--- config.mk ---
export PLATFORM = sky130hd
export DESIGN_NAME = fetch_unit_flat
export DESIGN_NICKNAME = d
export VERILOG_FILES = /design/src/rtl/fetch_unit_pkg.sv /design/src/rtl/apb_if.sv /design/src/rtl/fetch_fifo.sv /design/src/rtl/fetch_unit.sv /design/src/flat_wrapper.sv
export SDC_FILE = /design/constraint.sdc
export NUM_CORES = 1
export LEC_CHECK = 0
export BUFFER_PORTS_ARGS = -buffer_cell sky130_fd_sc_hd__buf_2
export CAP_MARGIN = 20
export CORE_ASPECT_RATIO = 1.4
export CORE_MARGIN = 2
export CORE_UTILIZATION = 40
export DETAILED_ROUTE_END_ITERATION = 7
export GPL_TIMING_DRIVEN = 0
export PLACE_DENSITY = 0.65
export SLEW_MARGIN = 30
export SYNTH_ARGS = -nofsm -noshare
export SYNTH_HDL_FRONTEND = slang
export SYNTH_SLANG_ARGS = --single-unit
export TNS_END_PERCENT = 5
--- constraint.sdc ---
create_clock -name clk -period 10.1 [get_ports clk]
set_input_delay 0.505 -clock clk [delete_from_list [all_inputs] [get_ports clk]]
set_output_delay 0.505 -clock clk [all_outputs]
set_load 0.01 [all_outputs]
--- src/rtl/fetch_unit_pkg.sv ---
// Shared types and constants for the instruction-fetch front end.
package fetch_unit_pkg;

  localparam logic [31:0] NOP = 32'h0000_0013;

  typedef enum logic [1:0] {
    IDLE   = 2'd0,
    SETUP  = 2'd1,
    ACCESS = 2'd2
  } fetch_state_t;

  typedef struct packed {
    logic [31:0] pc;
    logic [31:0] inst;
  } fetch_entry_t;

  function automatic logic [31:0] word_align(input logic [31:0] addr);
    return addr & ~32'h0000_0003;
  endfunction

endpackage

--- src/rtl/apb_if.sv ---
// APB bundle between a requester (master) and a completer (slave).
interface apb_if;
  logic        psel;
  logic        penable;
  logic        pwrite;
  logic [31:0] paddr;
  logic [31:0] prdata;
  logic        pready;
  logic        pslverr;

  modport master (output psel, penable, pwrite, paddr, input prdata, pready, pslverr);
  modport slave  (input psel, penable, pwrite, paddr, output prdata, pready, pslverr);
endinterface

--- src/rtl/fetch_fifo.sv ---
// Synchronous FIFO of fetched {pc, inst} entries; flush beats push and pop.
module fetch_fifo
  import fetch_unit_pkg::*;
#(
  parameter int DEPTH = 2
) (
  input  logic                         clk,
  input  logic                         rst_n,
  input  logic                         push,
  input  logic                         pop,
  input  logic                         flush,
  input  fetch_entry_t                 push_entry,
  output logic [$clog2(DEPTH+1)-1:0]   count,
  output fetch_entry_t                 head
);
  localparam int AW = $clog2(DEPTH);
  localparam int CW = $clog2(DEPTH+1);

  fetch_entry_t  mem_r [DEPTH];
  logic [AW-1:0] rd_ptr_r;
  logic [AW-1:0] wr_ptr_r;
  logic [CW-1:0] count_r;
  logic          push_ok_s;
  logic          pop_ok_s;

  // Qualify requests so the FIFO can never under- or overflow.
  always_comb begin
    pop_ok_s  = pop && (count_r != {CW{1'b0}});
    push_ok_s = push && ((count_r != CW'(DEPTH)) || pop_ok_s);
  end

  // Pointer and occupancy update.
  always_ff @(posedge clk) begin
    if (!rst_n) begin
      rd_ptr_r <= {AW{1'b0}};
      wr_ptr_r <= {AW{1'b0}};
      count_r  <= {CW{1'b0}};
    end else if (flush) begin
      rd_ptr_r <= {AW{1'b0}};
      wr_ptr_r <= {AW{1'b0}};
      count_r  <= {CW{1'b0}};
    end else begin
      if (push_ok_s) wr_ptr_r <= wr_ptr_r + AW'(1);
      if (pop_ok_s)  rd_ptr_r <= rd_ptr_r + AW'(1);
      case ({push_ok_s, pop_ok_s})
        2'b10:   count_r <= count_r + CW'(1);
        2'b01:   count_r <= count_r - CW'(1);
        default: count_r <= count_r;
      endcase
    end
  end

  // Entry storage; contents are meaningless while count is zero.
  always_ff @(posedge clk) begin
    if (push_ok_s && !flush) mem_r[wr_ptr_r] <= push_entry;
  end

  assign count = count_r;
  assign head  = mem_r[rd_ptr_r];

endmodule

--- src/rtl/fetch_unit.sv ---
// Fetch front end: PC register, APB read master, redirect/drop handling and
// the credit check that keeps the entry FIFO from overflowing.
module fetch_unit
  import fetch_unit_pkg::*;
#(
  parameter logic [31:0] RESET_PC = 32'h0000_0000,
  parameter int          DEPTH    = 2
) (
  input  logic        clk,
  input  logic        rst_n,
  apb_if.master       imem_apb,
  input  logic        redirect_valid_i,
  input  logic [31:0] redirect_pc_i,
  output logic        inst_valid_o,
  output logic [31:0] inst_o,
  output logic [31:0] pc_o,
  input  logic        inst_ready_i
);
  localparam int CW = $clog2(DEPTH+1);

  fetch_state_t  state_r, state_s;
  logic [31:0]   paddr_r, paddr_s;
  logic [31:0]   fetch_pc_r;
  logic [31:0]   next_pc_s;
  logic          drop_r, drop_s;
  logic          complete_s, push_s, pop_s, room_s;
  logic [CW:0]   occ_s;
  logic [CW-1:0] count_s;
  fetch_entry_t  head_s, push_entry_s;
  logic          unused_s;

  // Completion, push qualification, next fetch PC and the credit check.
  always_comb begin
    complete_s = (state_r == ACCESS) && imem_apb.pready;
    push_s     = complete_s && !drop_r && !redirect_valid_i;
    if (redirect_valid_i) begin
      next_pc_s = word_align(redirect_pc_i);
    end else if (push_s) begin
      next_pc_s = paddr_r + 32'd4;
    end else begin
      next_pc_s = fetch_pc_r;
    end
    // Pop is deliberately excluded so decode never reaches the APB outputs.
    if (redirect_valid_i) begin
      occ_s = {(CW+1){1'b0}};
    end else begin
      occ_s = {1'b0, count_s} + {{CW{1'b0}}, push_s};
    end
    room_s       = occ_s < (CW+1)'(DEPTH);
    push_entry_s = '{pc: paddr_r, inst: imem_apb.prdata};
  end

  // APB sequencing and the drop flag for transfers orphaned by a redirect.
  always_comb begin
    state_s = state_r;
    paddr_s = paddr_r;
    drop_s  = drop_r;
    case (state_r)
      IDLE: begin
        if (room_s) begin
          state_s = SETUP;
          paddr_s = next_pc_s;
        end else begin
          state_s = IDLE;
        end
      end
      SETUP: begin
        state_s = ACCESS;
        drop_s  = drop_r || redirect_valid_i;
      end
      ACCESS: begin
        if (imem_apb.pready) begin
          drop_s = 1'b0;
          if (room_s) begin
            state_s = SETUP;
            paddr_s = next_pc_s;
          end else begin
            state_s = IDLE;
          end
        end else begin
          drop_s = drop_r || redirect_valid_i;
        end
      end
      default: begin
        state_s = IDLE;
        drop_s  = 1'b0;
      end
    endcase
  end

  // State, address, PC and drop registers.
  always_ff @(posedge clk) begin
    if (!rst_n) begin
      state_r    <= IDLE;
      paddr_r    <= RESET_PC;
      fetch_pc_r <= RESET_PC;
      drop_r     <= 1'b0;
    end else begin
      state_r    <= state_s;
      paddr_r    <= paddr_s;
      fetch_pc_r <= next_pc_s;
      drop_r     <= drop_s;
    end
  end

  fetch_fifo #(.DEPTH(DEPTH)) u_fifo (
    .clk        (clk),
    .rst_n      (rst_n),
    .push       (push_s),
    .pop        (pop_s),
    .flush      (redirect_valid_i),
    .push_entry (push_entry_s),
    .count      (count_s),
    .head       (head_s)
  );

  assign pop_s = inst_valid_o && inst_ready_i;

  // Decode-facing outputs, forced to a NOP at pc 0 when nothing is buffered.
  always_comb begin
    inst_valid_o = (count_s != {CW{1'b0}});
    if (inst_valid_o) begin
      inst_o = head_s.inst;
      pc_o   = head_s.pc;
    end else begin
      inst_o = NOP;
      pc_o   = 32'h0000_0000;
    end
  end

  assign imem_apb.psel    = (state_r != IDLE);
  assign imem_apb.penable = (state_r == ACCESS);
  assign imem_apb.pwrite  = 1'b0;
  assign imem_apb.paddr   = paddr_r;
  assign unused_s         = imem_apb.pslverr;

endmodule
--- src/flat_wrapper.sv ---
// flat-port wrapper written by rule: the top's interface ports become plain ports
module fetch_unit_flat import fetch_unit_pkg::*;
#(
  parameter logic [31:0] RESET_PC = 32'h0000_0000,
  parameter int          DEPTH    = 2
)
  (clk, rst_n, redirect_valid_i, redirect_pc_i, inst_valid_o, inst_o, pc_o, inst_ready_i, imem_apb_psel, imem_apb_penable, imem_apb_pwrite, imem_apb_paddr, imem_apb_prdata, imem_apb_pready, imem_apb_pslverr);
  apb_if imem_apb_i ();
  input  logic clk;
  input  logic rst_n;
  input  logic redirect_valid_i;
  input  logic [31:0] redirect_pc_i;
  output logic inst_valid_o;
  output logic [31:0] inst_o;
  output logic [31:0] pc_o;
  input  logic inst_ready_i;
  output wire logic [$bits(imem_apb_i.psel)-1:0] imem_apb_psel;
  output wire logic [$bits(imem_apb_i.penable)-1:0] imem_apb_penable;
  output wire logic [$bits(imem_apb_i.pwrite)-1:0] imem_apb_pwrite;
  output wire logic [$bits(imem_apb_i.paddr)-1:0] imem_apb_paddr;
  input wire logic [$bits(imem_apb_i.prdata)-1:0] imem_apb_prdata;
  input wire logic [$bits(imem_apb_i.pready)-1:0] imem_apb_pready;
  input wire logic [$bits(imem_apb_i.pslverr)-1:0] imem_apb_pslverr;
  assign imem_apb_psel = imem_apb_i.psel;
  assign imem_apb_penable = imem_apb_i.penable;
  assign imem_apb_pwrite = imem_apb_i.pwrite;
  assign imem_apb_paddr = imem_apb_i.paddr;
  assign imem_apb_i.prdata = imem_apb_prdata;
  assign imem_apb_i.pready = imem_apb_pready;
  assign imem_apb_i.pslverr = imem_apb_pslverr;
  fetch_unit #(.RESET_PC(RESET_PC), .DEPTH(DEPTH)) u_core (.clk(clk), .rst_n(rst_n), .imem_apb(imem_apb_i), .redirect_valid_i(redirect_valid_i), .redirect_pc_i(redirect_pc_i), .inst_valid_o(inst_valid_o), .inst_o(inst_o), .pc_o(pc_o), .inst_ready_i(inst_ready_i));
endmodule
==> results.ini <==
[timing]
hold_violations = 0
maxSlewViolCount = 0
skew_ns = 0.01242
worst_pin_slew_ns = 1.025
hold-worst-slack_ns = 0.2495
fin_crit_sh = 0.4194
rsz0062_at_grt = false
finalCriticalPeriod_ns = 4.236
tns_ns = 0
relSlewSlack = 0.3141
fmax_ghz = 0.2361
finalSetupViolations = 0

[synth]
async_flop_share = 0
synth_top_area_share = 0.4458
synth.avg_cell_area_um2 = 11.26
ys_types = 58
synth_cells = 766
synthFlopType = edfxtp_1
yosysMostFrequentCell = edfxtp_1
synth_area_leaders = edfxtp_1 (45%), dfxtp_1 (17%), mux2i_1 (7.7%)
yosys_warnings = 0
yosysTopAreaCell = edfxtp_1
yosysSeqAreaShare = 0.6130
ys_ff_latch = 200
syn_area_um2 = 8622
synthesis.nets = 842
synth-edff-count = 128
synth_common_cells = edfxtp_1 (128), nor2_1 (105), dfxtp_1 (72), mux2i_1 (66), nand2_1 (66)

[clock_network]
htree_num_levels = 4
cts_max_path_buffers = 2
clock_latency_ns = 0.44
cts_tree = yes
hold_buffers = 0
cts_resized = 0
cts_setup_buffers = 0
cts.sinks = 200
cts_buffers = 17
clockRootBuffer = clkbuf_16
clkTransAtPathRegs_ns = 0.07

[worst_setup_path]
arrival_ns = 4.55
startpoint_type = flip-flop
rrSetupSlack_ns = 5.86
setup.worst_path.end_class = flip-flop
worstSetupStartpoint = u_core.state_r[0]$_SDFFE_PN0N_
reg2reg_from = u_core.state_r[0]$_SDFFE_PN0N_
critical_path.endpoint = u_core.imem_apb.paddr[17]$_SDFFE_PN0P_
crit_fanout = 10
cp_slowest_cell = clkbuf_1
max_stage_delay_ns = 0.54
crit_chain = inv_1 -> ha_1 -> and3b_1 -> clkbuf_1 -> clkbuf_1 -> and3_1 -> ha_1 -> nor2_1 -> o221a_2 -> clkbuf_1 -> clkbuf_1 -> o21ai_0 -> nand3_1 -> o21ai_0
crit_type = flip-flop to flip-flop
required_ns = 10.41
reg2reg_to = u_core.imem_apb.paddr[17]$_SDFFE_PN0P_
crit_top_cell = clkbuf_1
r2r_cells = 14

[routing]
drtIter0Drc = 620
remaining_drc_errors = 0
vias_per_cell = 5.558
vias = 6825
drt_first_pass_iters = 5
final_antenna_net_count = 0
avgRoutedWirePerCell_um = 19.49
drt_wl_total_um = 23930

[grt]
globalRoute.totalOverflow = 0
grt_pass1_vias = 6625
grtUsageTotal = 0.2121
grt_max_degree = 23
antenna_found_initial = 0
grt_pass1_wl_um = 36110

[hold_path]
hold_path.class = primary input to flip-flop

[cells_and_area]
nets = 1031
syn2layout_area_growth_pct = 21.35
diodes = 0
drive_gt1_frac = 0.2169

[die]
num_io_pins = 170
start_util = 0.4066
rows = 63
die_area_um2 = 22760
die_h_um = 177.7
fp.coreArea_um2 = 21200
die_w_um = 128.1

[power_and_ir_drop]
powerDensity_nw_per_um2 = 167.4
ir_worst_vdd_v = 0.0001128
power_mw = 1.752
leakagePower_nw = 3.854

[placed_design]
portBuffers = 164
hpwlAfterDp_um = 16790
gp_congestion = 0.9256

[outcome]
status = complete, no violations

[run]
max_cap_violations = 0

report_power, final:
group          leakage [nW]  internal, mW  switching [mW]
sequential             1.76         0.907          0.0475
clock                 0.253         0.318           0.292
combinational          1.84        0.0698           0.118
flip-flops by register name, indices dropped and copies added, names as in the netlist, named ones only:
| register | flops |
|---|---|
| u_core.u_fifo.mem_r | 128 |
| u_core.fetch_pc_r | 32 |
| u_core.imem_apb.paddr | 32 |
| u_core.state_r | 2 |
| u_core.u_fifo.count | 2 |
| u_core.drop_r | 1 |
| u_core.u_fifo.rd_ptr_r | 1 |
| u_core.u_fifo.wr_ptr_r | 1 |
through the flow:
| stage | instance area (um^2) | utilization | instances | worst slack (ns) |
|---|---|---|---|---|
| 2_1_floorplan | 8622 | - | 766 | 5.530 |
| 3_3_place_gp | 9768 | 0.4607 | 1190 | 3.205 |
| 3_5_place_dp | 9955 | 0.4695 | 1196 | 6.043 |
| 4_1_cts | 10460 | 0.4934 | 1228 | 6.024 |
| 5_1_grt | 10460 | 0.4934 | 1228 | 5.671 |
| 6_report | 10460 | 0.4934 | 1228 | 5.864 |
final cells by class:
type / count / area, um^2
Buffer: 48 / 183.9
Sequential cell: 200 / 5285
Inverter: 8 / 30.03
Fill cell: 1956 / 10740
Clock inverter: 10 / 53.80
Timing Repair Buffer: 170 / 985.9
Tap cell: 260 / 325.3
Multi-Input combinational cell: 510 / 3144
Clock buffer: 22 / 454.2
metal layers:
metal	up-vias	part of all wire	global-route usage
met1	3259	0.38	0.2425
met4	0	0.039	0.1090
li1	3206	-	-
met2	296	0.52	0.3746
met5	-	0	0
met3	64	0.061	0.04160
worst max-delay path: cells and delay by family, from the launching register on:
kind,cells,cell delay (ns)
buffers and inverters,5,1.90
AOI/OAI and AO/OA,3,0.56
adders and majority gates,2,0.51
and+or+nand+nor,4,0.82
DFF,1,0.33
logic make-up (layout without fill, tap and decap cells):
kind of cell	count (synthesis)	count (layout)	share of synthesized area
other cells	1	1	0.0004349
mux	66	66	0.07662
simple gates	275	275	0.1521
buf+inv	56	258	0.02482
xor+xnor	18	18	0.01829
fa+ha+maj	6	6	0.008707
flops	200	200	0.6130
compound gates	144	144	0.1061
layout by cell type (no fill, tap or decap), drive strengths merged, types with 6 or more instances in the layout:
cell type | synthesis | layout
a211oi | 6 | 6
a21oi | 41 | 41
a31oi | 7 | 7
and3 | 13 | 13
buf | 8 | 178
clkbuf | 40 | 62
clkinv | 1 | 9
dfxtp | 72 | 72
edfxtp | 128 | 128
ha | 6 | 6
inv | 7 | 8
mux2i | 66 | 66
nand2 | 66 | 66
nand3 | 24 | 24
nand4 | 14 | 14
nor2 | 105 | 105
nor3 | 9 | 9
nor4 | 7 | 7
o21a | 7 | 7
o21ai | 44 | 44
or3 | 13 | 13
xnor2 | 9 | 9
xor2 | 9 | 9
worst min-delay path by stage:
stage                                     from                                   end  slack (ns)  cells after the start
2_1_floorplan  u_core.fetch_pc_r[0]$_SDFF_PN0_       u_core.fetch_pc_r[0]$_SDFF_PN0_        0.44                      2
3_3_place_gp   u_core.fetch_pc_r[0]$_SDFF_PN0_       u_core.fetch_pc_r[0]$_SDFF_PN0_        0.44                      2
3_5_place_dp   u_core.fetch_pc_r[1]$_SDFF_PN0_       u_core.fetch_pc_r[1]$_SDFF_PN0_        0.45                      2
4_1_cts                    imem_apb_prdata[30]  u_core.u_fifo.mem_r[0][30]$_DFFE_PP_        0.23                      1
5_1_grt                    imem_apb_prdata[30]  u_core.u_fifo.mem_r[0][30]$_DFFE_PP_        0.24                      1
6_report                   imem_apb_prdata[30]  u_core.u_fifo.mem_r[0][30]$_DFFE_PP_        0.25                      1
(Power assumes the default switching activity.)
